`config.mk`:
```
export PLATFORM = sky130hd
export DESIGN_NAME = vend_controller
export DESIGN_NICKNAME = d
export VERILOG_FILES = /design/src/rtl/vend_pkg.sv /design/src/rtl/vend_ack_timer.sv /design/src/rtl/vend_controller.sv
export SDC_FILE = /design/constraint.sdc
export NUM_CORES = 1
export LEC_CHECK = 0
export CAP_MARGIN = 10
export CORE_UTILIZATION = 55
export DETAILED_ROUTE_END_ITERATION = 8
export HOLD_SLACK_MARGIN = 0.12
export PLACE_DENSITY = 0.87
export SLEW_MARGIN = 20
export SYNTH_ARGS = -nofsm -noshare
export SYNTH_HDL_FRONTEND = slang
export SYNTH_HIERARCHICAL = 1
export SYNTH_SLANG_ARGS = --single-unit
```
`constraint.sdc`:
```
create_clock -name clock -period 3.4 [get_ports clock]
set_clock_uncertainty 0.2 [all_clocks]
set_input_delay 0.68 -clock clock [delete_from_list [all_inputs] [get_ports clock]]
set_output_delay 0.68 -clock clock [all_outputs]
set_load 0.01 [all_outputs]
```
`src/rtl/vend_pkg.sv`:
```
// Shared types and coin decoding for the vending machine transaction sequencer.
package vend_pkg;

    typedef enum logic [2:0] {
        S_IDLE,
        S_COLLECT,
        S_DISPENSE,
        S_CHANGE,
        S_REFUND,
        S_FAULT
    } statetype;

    localparam logic [4:0] COIN_5  = 5'd5;
    localparam logic [4:0] COIN_10 = 5'd10;
    localparam logic [4:0] COIN_25 = 5'd25;

    // Returns 0 unless exactly one coin line is high.
    function automatic logic [4:0] coin_value(input logic five, input logic ten, input logic tf);
        logic [4:0] v;
        case ({five, ten, tf})
            3'b100:  v = COIN_5;
            3'b010:  v = COIN_10;
            3'b001:  v = COIN_25;
            default: v = '0;
        endcase
        return v;
    endfunction

endpackage

```
`src/rtl/vend_ack_timer.sv`:
```
// Req/ack watchdog: counts cycles a request waits without acknowledge.
module vend_ack_timer #(
    parameter int TMO_W       = 8,
    parameter int ACK_TIMEOUT = 255
) (
    input  logic clock,
    input  logic reset,
    input  logic clear,
    input  logic run,
    input  logic ack,
    output logic expired
);

    logic [TMO_W-1:0] r_count;

    // Fires on the cycle whose edge would bring the count to ACK_TIMEOUT.
    assign expired = run && !ack && (r_count == TMO_W'(ACK_TIMEOUT - 1));

    always_ff @(posedge clock or negedge reset) begin
        if (!reset) begin
            r_count <= '0;
        end else if (clear) begin
            r_count <= '0;
        end else if (run && !ack && (r_count != TMO_W'(ACK_TIMEOUT))) begin
            r_count <= r_count + 1'b1;
        end
    end

endmodule

```
`src/rtl/vend_controller.sv`:
```
// Vending transaction sequencer: credit accumulation, dispense and change/refund
// handshakes with timeout supervision.
module vend_controller
    import vend_pkg::*;
#(
    parameter int PRICE       = 25,
    parameter int CREDIT_W    = 6,
    parameter int ACK_TIMEOUT = 255,
    parameter int TMO_W       = 8
) (
    input  logic                clock,
    input  logic                reset,
    input  logic                fiveKurus,
    input  logic                tenKurus,
    input  logic                twentyFiveKurus,
    input  logic                cancel,
    output logic                dispenseReq,
    input  logic                dispenseAck,
    output logic                changeReq,
    input  logic                changeAck,
    input  logic                faultClear,
    output logic                coinAccept,
    output logic                coinReject,
    output logic [CREDIT_W-1:0] credit,
    output logic                busy,
    output logic                fault
);

    localparam logic [CREDIT_W-1:0] LP_PRICE = CREDIT_W'(PRICE);
    localparam logic [CREDIT_W-1:0] LP_UNIT  = CREDIT_W'(5);

    statetype            r_state;
    statetype            w_next_state;
    logic [CREDIT_W-1:0] r_credit;
    logic [CREDIT_W-1:0] w_next_credit;
    logic                r_disp_req;
    logic                r_chg_req;
    logic                r_coin_accept;
    logic                r_coin_reject;
    logic                w_accept;
    logic                w_reject;
    logic                w_any_coin;
    logic [4:0]          w_coin_val;
    logic                w_transfer;
    logic                w_disp_done;
    logic                w_state_chg;
    logic                w_disp_exp;
    logic                w_chg_exp;

    assign w_any_coin  = fiveKurus | tenKurus | twentyFiveKurus;
    assign w_coin_val  = coin_value(fiveKurus, tenKurus, twentyFiveKurus);
    assign w_transfer  = r_chg_req & changeAck;
    assign w_disp_done = r_disp_req & dispenseAck;
    assign w_state_chg = (w_next_state != r_state);

    vend_ack_timer #(.TMO_W(TMO_W), .ACK_TIMEOUT(ACK_TIMEOUT)) u_disp_tmr (
        .clock   (clock),
        .reset   (reset),
        .clear   (w_state_chg),
        .run     (r_disp_req),
        .ack     (dispenseAck),
        .expired (w_disp_exp)
    );

    vend_ack_timer #(.TMO_W(TMO_W), .ACK_TIMEOUT(ACK_TIMEOUT)) u_chg_tmr (
        .clock   (clock),
        .reset   (reset),
        .clear   (w_state_chg | w_transfer),
        .run     (r_chg_req),
        .ack     (changeAck),
        .expired (w_chg_exp)
    );

    always_comb begin
        w_next_state  = r_state;
        w_next_credit = r_credit;
        w_accept      = 1'b0;
        w_reject      = 1'b0;
        case (r_state)
            S_IDLE, S_COLLECT: begin
                // A cancel only takes effect with credit held; otherwise the coin is processed.
                if (cancel && (r_credit != '0)) begin
                    w_next_state = S_REFUND;
                    w_reject     = w_any_coin;
                end else if (w_any_coin) begin
                    if (w_coin_val == '0) begin
                        w_reject = 1'b1;
                    end else begin
                        w_accept      = 1'b1;
                        w_next_credit = r_credit + CREDIT_W'(w_coin_val);
                        w_next_state  = (w_next_credit >= LP_PRICE) ? S_DISPENSE : S_COLLECT;
                    end
                end
            end
            S_DISPENSE: begin
                w_reject = w_any_coin;
                if (w_disp_done) begin
                    w_next_credit = r_credit - LP_PRICE;
                    w_next_state  = (w_next_credit != '0) ? S_CHANGE : S_IDLE;
                end else if (w_disp_exp) begin
                    w_next_state = S_FAULT;
                end
            end
            S_CHANGE, S_REFUND: begin
                w_reject = w_any_coin;
                if (w_transfer) begin
                    w_next_credit = r_credit - LP_UNIT;
                    if (w_next_credit == '0) begin
                        w_next_state = S_IDLE;
                    end
                end else if (w_chg_exp) begin
                    w_next_state = S_FAULT;
                end
            end
            S_FAULT: begin
                w_reject = w_any_coin;
                if (faultClear) begin
                    w_next_state = (r_credit != '0) ? S_REFUND : S_IDLE;
                end
            end
            default: begin
                w_next_state = S_IDLE;
            end
        endcase
    end

    always_ff @(posedge clock or negedge reset) begin
        if (!reset) begin
            r_state       <= S_IDLE;
            r_credit      <= '0;
            r_disp_req    <= 1'b0;
            r_chg_req     <= 1'b0;
            r_coin_accept <= 1'b0;
            r_coin_reject <= 1'b0;
        end else begin
            r_state       <= w_next_state;
            r_credit      <= w_next_credit;
            r_disp_req    <= (w_next_state == S_DISPENSE);
            r_chg_req     <= ((w_next_state == S_CHANGE) || (w_next_state == S_REFUND))
                             && (w_next_credit != '0);
            r_coin_accept <= w_accept;
            r_coin_reject <= w_reject;
        end
    end

    assign dispenseReq = r_disp_req;
    assign changeReq   = r_chg_req;
    assign coinAccept  = r_coin_accept;
    assign coinReject  = r_coin_reject;
    assign credit      = r_credit;
    assign fault       = (r_state == S_FAULT);
    assign busy        = (r_state == S_DISPENSE) || (r_state == S_CHANGE) ||
                         (r_state == S_REFUND)   || (r_state == S_FAULT);

endmodule

```
==> key figures <==
Critical path
  • Crit Path Class: in2reg
  • Crit Path Max Fanout: 8
  • Crit path max-delay family: compound AO/OA/AOI/OAI gates
  • Reg2Reg Setup Slack: -0.01 ns
  • Critical Path AT: 3.45 ns
  • Crit. End Element: flop
  • Worst path buffer plus inverter count: 5
  • Crit path cell chain: buf_8, or3b_4, inv_2, ha_4, a211o_1, buf_4, o21a_1, o21ai_2, buf_4, o2111ai_1, o211a_1, or3_4, nand4_1, buf_6, a311oi_2
  • Worst endpoint required time: 3.36 ns
  • Crit start category: input pin
  • Max incr delay on CP: 0.40 ns
  • Slowest CP cell: or3b_4
  • Most used cell, CP: buf_4

Global route
  • Antenna violations before repair: 0
  • GRT Residual Overflow: 0
  • Vias in the first global route: 2609
  • Largest net degree at the start of global routing: 30
  • GRT Util Overall: 30.8%
  • First-pass GRT wire length: 12000 um

Route
  • Pre-antenna DRT Iters: 8
  • Post-Route WL: 8040 um
  • Total number of vias: 2734
  • Drt via density: 6.73
  • DR DRC count: 2
  • Antenna-violating nets left: 0
  • Drt wl/cell: 19.8 um
  • DRC marker count from the first detailed-route iteration: 372

Synthesis
  • Post-Synth XOR/XNOR Area: 5.42%
  • Multiplexer share of the synthesized area: 1.26%
  • Async SR Flop Fraction: 100%
  • Syn Nets: 312
  • Syn Inst Count: 289
  • Post-synthesis cell area: 0.00258 mm2
  • Sequential-to-total area share from yosys stat: 28.1%
  • Post-Synth Adder-Cell Area: 7.07%
  • Simple-gate share of the synthesized area: 24.0%
  • Synth Register Bits: 29
  • Top_reg_cell synth: dfrtp_1
  • Compound-Gate Fraction of Synth Area: 27.2%
  • Post-synth EDFFs: 0
  • Largest family of logic cells by synthesized area: compound AO/OA/AOI/OAI gates
  • Number of synthesis warnings: 6
  • Synth Area per Inst: 8.94 um2
  • Synth cell types: 74

Timing
  • RSZ-0062 raised after global routing: yes
  • Final setup viols: 17
  • Final worst path period need: 3.49 ns
  • Max Freq: 286 MHz
  • Worst slew pin tran: 0.561 ns
  • Final worst slack: -0.0925 ns
  • Slew Viols, Final: 0
  • Max_slew headroom: 62.3%
  • Fin. Hold Viols: 0
  • Period utilization: 103%
  • Setup tns final: -0.835 ns

Min path
  • Hold Path Class: reg2reg

CTS
  • Clk root buf: clkbuf_8
  • CTS clk-pin slew, worst paths: 0.07 ns
  • CTS tree: yes
  • # H-tree levels: 2
  • CTS buffer count: 5
  • CTS Hold Bufs: 0
  • Worst-Skew Late Latency: 0.28 ns
  • Max clock buf depth: 2
  • Sink Count: 29

Placement
  • I/O Buffers: 20
  • Routability congestion estimate: 0.976
  • Cell Area, Placed: 0.00308 mm2
  • Dpl hpwl: 4970 um

Cells and area
  • Ratio of cells with drive above 1 in the final layout: 30.8%
  • Leading cell types in the layout, fill and taps excluded: buf_4 (43), dfrtp_1 (29), nor2_1 (23)
  • # nets final: 376
  • Commonest non-fill, non-tap cell in the layout: buf_4
  • Inserted Diodes: 0
  • Final Instance Area: 0.00346 mm2
  • Layout area overhead: 33.9%
  • Filler cell count: 262

Status
  • Failing checks: DRC, setup timing
  • Outcome: finished, violations left

Power and ir drop
  • IR drop worst, VDD: 0.000799 V
  • Leakage dissipation: 1.52 nW
  • Power after layout: 0.00313 W
  • PD cells: 904 mW/mm2

Floorplan
  • I/O pins: 21
  • Vert. Die Dim: 70.6 um
  • Initial Util: 58.2%
  • Chip Width: 70.6 um
  • Row count: 24
  • Die area: 0.00498 mm2
  • CORE AREA: 0.00444 mm2

Run
  • Number of max-cap violations: 0
report_power, final:
group / total [W] / switching [W] / leakage, nW / internal, W
logic: 0.00211 / 0.00110 / 1.07 / 0.00101
registers: 0.000585 / 0.000158 / 0.386 / 0.000427
clock network: 0.000438 / 0.000147 / 0.0681 / 0.000291
total: 0.00313 / 0.00140 / 1.52 / 0.00173
cells in the mapped netlist, types with 4 or more instances:
cell type | number | area (um2)
dfrtp_1 | 29 | 726
nor2_1 | 23 | 86.3
inv_1 | 18 | 67.6
a21oi_1 | 17 | 85.1
nand2_1 | 14 | 52.6
ha_1 | 13 | 163
nor3_1 | 9 | 45.0
o21ai_0 | 9 | 45.0
nand3_1 | 8 | 40.0
o21a_1 | 8 | 60.1
xnor2_1 | 8 | 70.1
xor2_1 | 8 | 70.1
o211ai_1 | 7 | 52.6
and3_1 | 6 | 37.5
nand2b_1 | 6 | 37.5
a211oi_1 | 5 | 37.5
nor2b_1 | 5 | 31.3
a21o_1 | 4 | 30.0
nor3b_1 | 4 | 30.0
o21ai_1 | 4 | 20.0
or3_1 | 4 | 25.0
through the flow:
step / hold slack (ns) / std cells / setup slack (ns) / utilization (%)
6_report: 0.367 / 406 / -0.0925 / 77.9
5_1_grt: 0.390 / 406 / -0.202 / 77.9
4_1_cts: 0.364 / 403 / 0.0186 / 74.5
3_5_place_dp: 0.350 / 392 / -0.871 / 69.2
3_3_place_gp: 0.349 / 392 / -0.763 / 69.2
2_1_floorplan: 0.184 / 289 / -0.00748 / -
routing by layer:
| layer | wire length [um] | part of all wire [%] | GRT usage [%] |
|---|---|---|---|
| met5 | 0 | 0 | 0 |
| met1 | 3040 | 38 | 37.4 |
| met4 | 446 | 5.5 | 16.7 |
| met3 | 634 | 7.9 | 4.84 |
| met2 | 3930 | 49 | 52.8 |
logic make-up after synthesis:
kind of cell,Yosys count
mux,2
fa+ha+maj,14
compound gates,93
flops,29
buf+inv,29
simple gates,106
xor+xnor,16
flip-flops by register name (all words and copies together), names as in the netlist:
name and cells:
coinReject 1, r_state 3, u_chg_tmr/r_count 8, credit 6, coinAccept 1, u_disp_tmr/r_count 8, changeReq 1, dispenseReq 1
worst register-to-register path, stage by stage, from the launching register on:
cell and delay, ns:
dfrtp_1 0.51, inv_1 0.14, ha_1 0.28, nand2b_1 0.27
o41ai_1 0.44, a21oi_1 0.14, a311o_1 0.38, xnor2_1 0.15
a41oi_2 0.24, nand4_1 0.15, buf_6 0.17, a311oi_2 0.23
final cells by class:
class | count | area, um2 | share of cell area, %
Clock inverter | 3 | 65.1 | 1.88
Multi-Input combinational cell | 231 | 1880 | 54.4
Inverter | 18 | 67.6 | 1.95
Tap cell | 52 | 65.1 | 1.88
Clock buffer | 5 | 68.8 | 1.99
Timing Repair Buffer | 68 | 587 | 16.9
Sequential cell | 29 | 726 | 21.0
what timing repair did:
action / 4_1_cts / 5_1_grt
setup endpoints to repair: 20 / 19
pin swaps: 15 / 18
buffers inserted: 3 / 3
resized for setup: 35 / 23
path summary, 6_finish.rpt:
| path | depth (start not counted) | to | start |
|---|---|---|---|
| worst max-delay path | 15 | u_chg_tmr/r_count[6]$_DFFE_PN0P_ | fiveKurus |
| min in group asynchronous | 2 | u_disp_tmr/r_count[4]$_DFFE_PN0P_ | reset |
| max in group asynchronous | 2 | u_disp_tmr/r_count[0]$_DFFE_PN0P_ | reset |
| worst min register to register | 2 | u_disp_tmr/r_count[3]$_DFFE_PN0P_ | u_disp_tmr/r_count[3]$_DFFE_PN0P_ |
| worst min-delay path | 2 | u_disp_tmr/r_count[3]$_DFFE_PN0P_ | u_disp_tmr/r_count[3]$_DFFE_PN0P_ |
| worst max register to register | 11 | u_chg_tmr/r_count[6]$_DFFE_PN0P_ | credit[0]$_DFF_PN0_ |
Note: power is estimated with default switching activity, not from simulation.
